[config.mk]
export PLATFORM = sky130hd
export DESIGN_NAME = ks_memory
export DESIGN_NICKNAME = d
export VERILOG_FILES = /design/src/rtl/ks_memory.sv
export SDC_FILE = /design/constraint.sdc
export NUM_CORES = 1
export LEC_CHECK = 0
export BUFFER_PORTS_ARGS = -buffer_cell sky130_fd_sc_hd__buf_2
export CORE_MARGIN = 3
export CORE_UTILIZATION = 45
export CTS_CLUSTER_DIAMETER = 200
export CTS_CLUSTER_SIZE = 20
export DETAILED_ROUTE_END_ITERATION = 12
export PLACE_DENSITY = 0.62
export SLEW_MARGIN = 20
export SYNTH_ARGS = -nofsm -noshare
export SYNTH_HDL_FRONTEND = slang
export SYNTH_SLANG_ARGS = --single-unit
[constraint.sdc]
create_clock -name clk -period 2.8 [get_ports clk]
set_input_delay 0.56 -clock clk [delete_from_list [all_inputs] [get_ports clk]]
set_output_delay 0.56 -clock clk [all_outputs]
set_load 0.02 [all_outputs]
[src/rtl/ks_memory.sv]
// ks_memory: unified 32x16 program/data memory for the K&S CPU.
// Boots the CPU from a load stream and dumps the image after halt.
module ks_memory #(
  parameter int ADDR_WIDTH = 5,
  parameter int DATA_WIDTH = 16
) (
  input  logic                  clk,
  input  logic                  rst,
  input  logic [ADDR_WIDTH-1:0] ram_addr,
  input  logic [DATA_WIDTH-1:0] ram_wdata,
  input  logic                  ram_write_enable,
  output logic [DATA_WIDTH-1:0] ram_rdata,
  input  logic                  halt,
  output logic                  cpu_rst_n,
  input  logic                  load_valid,
  output logic                  load_ready,
  input  logic [DATA_WIDTH-1:0] load_data,
  input  logic                  load_last,
  output logic                  dump_valid,
  input  logic                  dump_ready,
  output logic [DATA_WIDTH-1:0] dump_data,
  output logic [ADDR_WIDTH-1:0] dump_addr,
  output logic                  dump_last
);

  localparam int DEPTH = 2 ** ADDR_WIDTH;
  localparam logic [ADDR_WIDTH-1:0] LAST_A = '1;

  typedef enum logic [1:0] {
    LOAD,
    RUN,
    DUMP,
    DONE
  } state_t;

  state_t state, state_nx;

  logic [DATA_WIDTH-1:0] mem [DEPTH];
  logic [ADDR_WIDTH-1:0] lptr;
  logic [ADDR_WIDTH-1:0] dptr;

  logic                  load_fire;
  logic                  dump_adv;
  logic                  dump_end;
  logic                  mem_we;
  logic [ADDR_WIDTH-1:0] mem_waddr;
  logic [DATA_WIDTH-1:0] mem_wdata;

  assign load_ready = (state == LOAD);
  assign load_fire  = load_valid && load_ready;
  assign dump_adv   = (state == DUMP) && (!dump_valid || dump_ready);
  assign dump_end   = dump_adv && dump_valid && dump_last;

  // Next-state decode
  always_comb begin
    state_nx = state;
    unique case (state)
      LOAD: begin
        if (load_fire && (load_last || lptr == LAST_A))
          state_nx = RUN;
      end
      RUN: begin
        if (halt)
          state_nx = DUMP;
      end
      DUMP: begin
        if (dump_end)
          state_nx = DONE;
      end
      DONE: state_nx = DONE;
      default: state_nx = LOAD;
    endcase
  end

  // Single write port: loader in LOAD, CPU in RUN, frozen otherwise
  always_comb begin
    mem_we    = 1'b0;
    mem_waddr = lptr;
    mem_wdata = load_data;
    if (load_fire) begin
      mem_we = 1'b1;
    end else if (state == RUN && ram_write_enable) begin
      mem_we    = 1'b1;
      mem_waddr = ram_addr;
      mem_wdata = ram_wdata;
    end
  end

  // Array is never reset so unloaded words survive a reboot
  always_ff @(posedge clk) begin
    if (mem_we && !rst)
      mem[mem_waddr] <= mem_wdata;
  end

  // Control state, pointers, CPU reset and CPU read port
  always_ff @(posedge clk or posedge rst) begin
    if (rst) begin
      state     <= LOAD;
      lptr      <= '0;
      dptr      <= '0;
      cpu_rst_n <= 1'b0;
      ram_rdata <= '0;
    end else begin
      state <= state_nx;
      if (load_fire && lptr != LAST_A)
        lptr <= lptr + 1'b1;
      if (state_nx == RUN)
        cpu_rst_n <= 1'b1;
      if (state == RUN)
        ram_rdata <= mem[ram_addr];
      if (state == RUN && halt)
        dptr <= '0;
      else if (dump_adv && !dump_end)
        dptr <= dptr + 1'b1;
    end
  end

  // Dump output register; holds while stalled
  always_ff @(posedge clk or posedge rst) begin
    if (rst) begin
      dump_valid <= 1'b0;
      dump_data  <= '0;
      dump_addr  <= '0;
      dump_last  <= 1'b0;
    end else if (dump_end) begin
      dump_valid <= 1'b0;
    end else if (dump_adv) begin
      dump_valid <= 1'b1;
      dump_data  <= mem[dptr];
      dump_addr  <= dptr;
      dump_last  <= (dptr == LAST_A);
    end
  end

endmodule

==> results of run 1 <==
==> metrics by stage <==
stage / cells / total power, mW / instance area, sq um
floorplan: 1483 / 14.6 / 26100
global placement: 2329 / 16.7 / 28300
detailed placement: 2329 / 16.7 / 28300
CTS: 2391 / 22.0 / 29300
global route: 2391 / 22.6 / 29300
finish: 2392 / 21.7 / 29300
==> worst max-delay path: stages (launching register included) <==
cell and delay [ps]:
dfrtp_1 480, nand3b_1 460, mux2i_1 420, o21ai_0 350
nor2_2 260, buf_12 190
==> power by group through the flow <==
stage	clock network [mW]	registers [mW]	logic, mW
after detailed placement	0	10.4	6.37
after CTS	5.37	10.2	6.39
after global placement	0	10.4	6.33
after global routing	5.65	10.2	6.76
after floorplan	0	10.2	4.41
final	5.23	10.2	6.33
==> cell type report <==
class / instances / area, sq um
antenna: 1 / 2.50
clock buffer: 61 / 1020
clock inverter: 1 / 16.3
fill: 4552 / 27600
inverter: 8 / 30.0
multi-input combinational: 801 / 8840
sequential: 564 / 16700
tap: 756 / 946
timing repair buffer: 200 / 1790
==> logic make-up (layout without fill, tap and decap cells) <==
logic type / Yosys count / after routing
buffers and inverters: 118 / 270
AOI/OAI and AO/OA: 193 / 193
DFF: 564 / 564
xor gates and xnor gates: 5 / 5
other: 0 / 1
and+or+nand+nor: 233 / 233
muxes: 366 / 366
adders and majority gates: 4 / 4
==> state kept, by name (all words and copies together), names as in the netlist <==
| name | flops |
|---|---|
| dump_valid | 1 |
| dptr | 5 |
| dump_addr | 5 |
| state | 2 |
| dump_last | 1 |
| mem | 512 |
| dump_data | 16 |
| ram_rdata | 16 |
| lptr | 5 |
| cpu_rst_n | 1 |
==> worst max path at each step <==
stage | from | endpoint | slack, ps | depth (start not counted)
after floorplan | ram_addr[0] | mem[3][0] | 90 | 7
after global placement | ram_write_enable | mem[6][11] | 270 | 4
after detailed placement | ram_addr[2] | ram_rdata[14] | 190 | 5
after CTS | state[0] | mem[4][13] | 370 | 3
after global routing | state[0] | mem[3][11] | 200 | 5
final | state[0] | mem[3][4] | 350 | 5
==> layer usage <==
metal	share of wire	track usage	vias up
li1	-	-	6411
met3	0.084	0.0473	63
met1	0.42	0.349	8102
met2	0.48	0.388	697
met4	0.019	0.0540	0
met5	0	0	-
==> placed cells by master, fill, tap and decap left out, drive strengths merged, types with 37 or more instances in the layout <==
cell type and count:
buf 200, nor2 48, mux4 189, edfxtp 512
nand3 37, dfrtp 52, clkbuf 61, mux2i 142
nand2 75, a22oi 50
==> results.json, run 1 <==
{
  "grt_max_degree": 42,
  "ctsRootBufferMaster": "clkbuf_16",
  "r2r_cells": 5,
  "p_int_mw": 15.0,
  "synth_top_family_by_area": "multiplexers",
  "cts_buffer_depth": 3,
  "firstDrtPassIters": 5,
  "drt_drc_violations_left": 0,
  "ctsResizeCount": 0,
  "yosys_warnings": 0,
  "wl_um": 73000,
  "io_buffers": 84,
  "syn_area_per_cell_sq_um": 17.6,
  "dieArea_sq_mm": 0.0610,
  "netlist_area_sq_mm": 0.0261,
  "r2r_slack_ps": 350,
  "grt_pass1_wl_um": 107000,
  "min_path_type": "input pin to async pin",
  "synth.area.mux_share": 0.233,
  "setup_tns_ps": 0,
  "yosys.area_share.simple": 0.0440,
  "core_area_sq_mm": 0.0569,
  "holdWs_ps": 95.4,
  "path_clk_slew_ps": 80,
  "ant_nets": 0,
  "required_ps": 3080,
  "rows": 87,
  "hpwl_um": 49900,
  "hold_violations": 0,
  "reg2reg_to": "mem[3][4]",
  "synth.largest_area_cell": "edfxtp_1",
  "ys_ff_latch": 564,
  "synthArstFlopShare": 0.0922,
  "synthDistinctLibCells": 58,
  "slew_viol_final": 0,
  "setup_viol": 0,
  "htree_levels": 2,
  "setup_ws_ps": 347,
  "max_freq_mhz": 408,
  "switching_share": 0.310,
  "overflow": 0,
  "crit_arrival_ps": 2730,
  "synth_xor_area_frac": 0.00168,
  "path_class": "flip-flop to flip-flop",
  "synth_common_cells": "512 x edfxtp_1, 189 x mux4_2, 142 x mux2i_1",
  "peakVddDrop_mv": 0.609,
  "final_util": 0.515,
  "path_max_fanout": 12,
  "synth_fa_ha_area_frac": 0.00192,
  "synth_ff_type": "edfxtp_1",
  "wl_per_cell_um": 30.5,
  "power.switching_mw": 6.75,
  "cap_violations": 0,
  "p_per_area_mw_per_mm2": 742,
  "pin_count": 85,
  "tritoncts": "yes",
  "synth.net_count": 1531,
  "slew_headroom": 0.419,
  "power.leakage_nw": 9.77,
  "cts_buffers": 34,
  "yosysSeqAreaShare": 0.639,
  "drive_gt1_frac": 0.303,
  "die_w_um": 247,
  "cts_hold_buffers": 0,
  "p_comb_frac": 0.291,
  "synthMostInstantiatedCell": "edfxtp_1",
  "worst_pin_slew_ps": 871,
  "synth_edf_count": 512,
  "fin_skew_ps": 18.2,
  "reg2reg_from": "state[0]",
  "initial_core_util": 0.459,
  "grt_usage": 0.243,
  "grt_pass1_vias": 15243,
  "syn_inst": 1483,
  "status": "finished clean",
  "place_ws_ps": 188,
  "finalCriticalPeriod_ps": 2450,
  "cts_setup_buffers": 0,
  "drtIter0Drc": 1796,
  "insertion_delay_ps": 560,
  "die_h_um": 247,
  "start_kind": "flip-flop",
  "rsz0062_at_grt": "no",
  "pwr-share-seq": 0.468,
  "yosysTopAreaCellShare": 0.589,
  "yosys-top-cells-area": "edfxtp_1 59%, mux4_2 16%, mux2i_1 5.4%",
  "clkPwrFrac": 0.240,
  "area_growth_pct": 12.3,
  "vias": 15273,
  "fin_crit_sh": 0.876,
  "grt_antenna_before_repair": 3,
  "clock_sinks": 564,
  "via_per_inst": 6.39,
  "end_kind": "flip-flop",
  "synth_compound_area_frac": 0.0547,
  "gp_congestion": 0.874,
  "nNetsFinal": 1657
}
No activity file was read; power rests on OpenSTA's default activity.
==> run 2, diff against run 1 <==
SETUP_SLACK_MARGIN = 0.4   (was not set)
clock period = 2.4 ns   (was 2.8 ns; I/O delays follow)
==> results.json, run 2 (synthesis results as in run 1) <==
{
  "status": "finished clean",
  "drt_drc_violations_left": 0,
  "overflow": 0,
  "cp_num_buf_inv": 4,
  "max_freq_mhz": 457,
  "cts_buffer_depth": 3,
  "drtIter0Drc": 1846,
  "top_regs": "mem x512, dump_data x16, ram_rdata x16",
  "holdWs_ps": 30.6,
  "via_per_inst": 6.29,
  "critical-path-top-delay-family": "buffers and inverters",
  "rsz0062_at_grt": "yes",
  "fin_skew_ps": 22.9,
  "grt_max_degree": 53,
  "crit_arrival_ps": 2460,
  "ant_nets": 0,
  "tritoncts": "yes",
  "top_register": "mem",
  "end_kind": "flip-flop",
  "grt_usage": 0.255,
  "firstDrtPassIters": 7,
  "largest_reg_flops": 512,
  "cts_buffers": 34,
  "min_path_type": "input pin to async pin",
  "start_kind": "flip-flop",
  "insertion_delay_ps": 570,
  "final_cell_mix": "512 x edfxtp_1, 189 x mux4_2, 137 x mux2i_1, 101 x buf_4, 82 x buf_2",
  "cap_violations": 0,
  "grt_pass1_vias": 15764,
  "required_ps": 2670,
  "crit_chain": "or3b_4 -> a211oi_4 -> buf_4 -> nand2_4 -> buf_12 -> buf_4 -> nor2_4 -> buf_12",
  "cp_slowest_stage_delay_ps": 440,
  "clock_sinks": 564,
  "path_max_fanout": 16,
  "slew_viol_final": 0,
  "r2r_cells": 8,
  "io_buffers": 84,
  "rows": 87,
  "die_h_um": 247,
  "gp_congestion": 0.853,
  "final_util": 0.561,
  "grt_pass1_wl_um": 111000,
  "path_clk_slew_ps": 80,
  "cpMaxStageDelayCell": "dfrtp_2",
  "drive_gt1_frac": 0.396,
  "finalCriticalPeriod_ps": 2190,
  "htree_levels": 2,
  "core_area_sq_mm": 0.0569,
  "setup_viol": 0,
  "vias": 15729,
  "hold_violations": 0,
  "dieArea_sq_mm": 0.0610,
  "pin_count": 85,
  "die_w_um": 247,
  "mostFrequentLayoutCell": "edfxtp_1",
  "ctsRootBufferMaster": "clkbuf_16",
  "area_growth_pct": 22.3,
  "wl_per_cell_um": 31.0,
  "cts_hold_buffers": 0,
  "worst_pin_slew_ps": 735,
  "p_per_area_mw_per_mm2": 883,
  "grt_antenna_before_repair": 4,
  "cp.depth": 8,
  "fin_crit_sh": 0.911,
  "nNetsFinal": 1764,
  "path_class": "flip-flop to flip-flop",
  "power.leakage_nw": 10.9,
  "slew_headroom": 0.506,
  "initial_core_util": 0.459,
  "wl_um": 77600,
  "peakVddDrop_mv": 0.748,
  "setup_tns_ps": 0,
  "hpwl_um": 51000,
  "r2r_slack_ps": 210
}
[run 2: power breakdown]
group	internal, mW	switching [mW]
Sequential	11.1	0.581
Clock	2.91	3.19
Combinational	5.27	5.15
Total	19.3	8.92
[run 2: path summary, 6_finish.rpt]
check / to / start
setup reg to reg: mem[13][10] / state[0]
max in group asynchronous: ram_rdata[13] / rst
min in group clk: dptr[0] / halt
hold reg to reg: cpu_rst_n / cpu_rst_n
hold / removal: cpu_rst_n / rst
setup / recovery: mem[13][10] / state[0]
[run 2: worst reg2reg max path, cell delays in order, from the launching register on]
cell	delay, ps
dfrtp_2	440
or3b_4	390
a211oi_4	260
buf_4	170
nand2_4	70
buf_12	130
buf_4	150
nor2_4	100
buf_12	180
[run 2: layout make-up]
type	count	area, sq um
Inverter	8	30.0
Tap cell	756	946
Antenna cell	3	7.51
Multi-Input combinational cell	801	9630
Clock buffer	60	1010
Sequential cell	564	16700
Clock inverter	1	16.3
Timing Repair Buffer	307	3600
Fill cell	4343	25000
[run 2: per-stage QoR]
step / total power [mW] / area [sq um] / setup WS, ps / cells
after global routing: 29.3 / 31900 / 158 / 2497
after detailed placement: 20.2 / 29100 / 22.5 / 2363
final: 28.2 / 31900 / 213 / 2500
after global placement: 20.1 / 29100 / 55.7 / 2363
after CTS: 27.8 / 31400 / 206 / 2476
after floorplan: 17.1 / 26500 / 237 / 1483
[run 2: metal layers]
| layer | global-route usage | wire length, um | vias up |
|---|---|---|---|
| met1 | 0.350 | 30500 | 8294 |
| met5 | 0 | 0 | - |
| li1 | - | - | 6644 |
| met2 | 0.419 | 38500 | 692 |
| met3 | 0.0515 | 6760 | 99 |
| met4 | 0.0658 | 1900 | 0 |
[run 2: what timing repair did]
item | 4_1_cts | 5_1_grt
pin swaps | 37 | 29
cloned | 13 | 7
buffers inserted | 39 | 14
gates resized for setup | 86 | 56
setup endpoints to repair | 552 | 695
==> run 3, diff against run 2 <==
CORE_UTILIZATION = 37   (was 45)
PLACE_DENSITY = 0.53   (was 0.62)
==> results.json, run 3 (synthesis results as in run 1) <==
{
  "status": "finished clean",
  "power.leakage_nw": 10.9,
  "rows": 96,
  "overflow": 0,
  "htree_levels": 2,
  "die_h_um": 272,
  "cts_hold_buffers": 0,
  "diodes": 0,
  "wl_per_cell_um": 31.8,
  "pin_count": 85,
  "grt_pass1_vias": 15914,
  "insertion_delay_ps": 570,
  "core_area_sq_mm": 0.0693,
  "setup_viol": 0,
  "drtIter0Drc": 1805,
  "crit_chain": "buf_12 -> buf_4 -> buf_16 -> mux4_2 -> o22ai_1 -> or3_4 -> nand3_1",
  "initial_core_util": 0.377,
  "via_per_inst": 5.93,
  "ctsRootBufferMaster": "clkbuf_16",
  "drt_drc_violations_left": 0,
  "cts_buffer_depth": 3,
  "nNetsFinal": 1763,
  "vias": 15833,
  "ant_nets": 0,
  "fin_crit_sh": 0.913,
  "cp_slowest_stage_delay_ps": 510,
  "path_class": "flip-flop to flip-flop",
  "fillers": 5892,
  "power_mw": 28.1,
  "grt_max_degree": 51,
  "hold_violations": 0,
  "gp_congestion": 0.845,
  "grt_antenna_before_repair": 5,
  "p_per_area_mw_per_mm2": 877,
  "multiInputGateArea_sq_mm": 0.00954,
  "fin_skew_ps": 25.7,
  "cts_buffers": 34,
  "rsz0062_at_grt": "yes",
  "place_ws_ps": -3.22,
  "end_kind": "flip-flop",
  "dieArea_sq_mm": 0.0738,
  "slew_headroom": 0.361,
  "io_buffers": 84,
  "top_regs": "mem x512, dump_data x16, ram_rdata x16",
  "path_clk_slew_ps": 90,
  "mostFrequentLayoutCell": "edfxtp_1",
  "start_kind": "flip-flop",
  "setup_ws_ps": 209,
  "path_max_fanout": 7,
  "clock_sinks": 564,
  "largest_reg_flops": 512,
  "crit_arrival_ps": 2630,
  "top_register": "mem",
  "required_ps": 2840,
  "firstDrtPassIters": 6,
  "peakVddDrop_mv": 0.642,
  "wl_um": 84900,
  "cpMaxStageDelayCell": "dfrtp_4",
  "worst_pin_slew_ps": 956,
  "regArea_sq_mm": 0.0167,
  "tritoncts": "yes",
  "area_growth_pct": 22.6,
  "grt_usage": 0.226,
  "cap_violations": 0,
  "hpwl_um": 56000,
  "slew_viol_final": 0,
  "max_freq_mhz": 456,
  "final_cell_mix": "512 x edfxtp_1, 189 x mux4_2, 137 x mux2i_1, 99 x buf_4, 81 x buf_2",
  "min_path_type": "input pin to async pin",
  "die_w_um": 272,
  "drive_gt1_frac": 0.391,
  "finalCriticalPeriod_ps": 2190,
  "grt_pass1_wl_um": 119000
}
[run 3: per-stage QoR]
| step | cells | hold WS [ps] | utilization | TNS, ps | instance area, sq um |
|---|---|---|---|---|---|
| after global placement | 2541 | 446 | 0.425 | -51.6 | 29500 |
| final | 2672 | 49.9 | 0.462 | 0 | 32000 |
| after CTS | 2645 | 54.1 | 0.454 | 0 | 31500 |
| after floorplan | 1483 | 511 | - | 0 | 26500 |
| after detailed placement | 2541 | 452 | 0.425 | -3.22 | 29500 |
| after global routing | 2672 | 56.6 | 0.462 | 0 | 32000 |
[run 3: timing repair]
item / 4_1_cts / 5_1_grt
setup endpoints to repair: 689 / 817
cloned: 10 / 6
gates resized for setup: 73 / 52
pin swaps: 18 / 32
buffers inserted: 32 / 21
[run 3: area by class of cell]
class | count | share of cell area
Sequential cell | 564 | 0.521
Multi-Input combinational cell | 801 | 0.298
Timing Repair Buffer | 306 | 0.111
Tap cell | 931 | 0.0364
Clock buffer | 61 | 0.0317
Inverter | 8 | 0.000938
Clock inverter | 1 | 0.000508
[run 3: worst max-delay path, delay by kind of cell (launching register included)]
family / cells / cell delay (ps)
simple gates: 2 / 320
buf+inv: 3 / 440
compound gates: 1 / 350
flops: 1 / 510
mux: 1 / 420
[run 3: routing by layer]
metal,part of all wire,track usage
met5,0.00027,0
met4,0.019,0.0486
met3,0.079,0.0497
met2,0.48,0.359
met1,0.42,0.321
[run 3: path summary, 6_finish.rpt]
| path | start | endpoint | slack [ps] | cells past startpoint |
|---|---|---|---|---|
| max reg2reg | dptr[0] | dump_data[3] | 210 | 7 |
| min in group clk | halt | dptr[0] | 170 | 2 |
| min | rst | cpu_rst_n | 50 | 3 |
| max in group asynchronous | rst | dump_data[14] | 1910 | 3 |
| min reg2reg | cpu_rst_n | cpu_rst_n | 480 | 1 |
| max | dptr[0] | dump_data[3] | 210 | 7 |
[run 3: power breakdown]
group | internal (mW) | total [mW] | switching [mW] | leakage, nW
Combinational | 5.04 | 10.2 | 5.18 | 5.14
Sequential | 11.1 | 11.7 | 0.571 | 5.23
Clock | 2.92 | 6.17 | 3.25 | 0.492
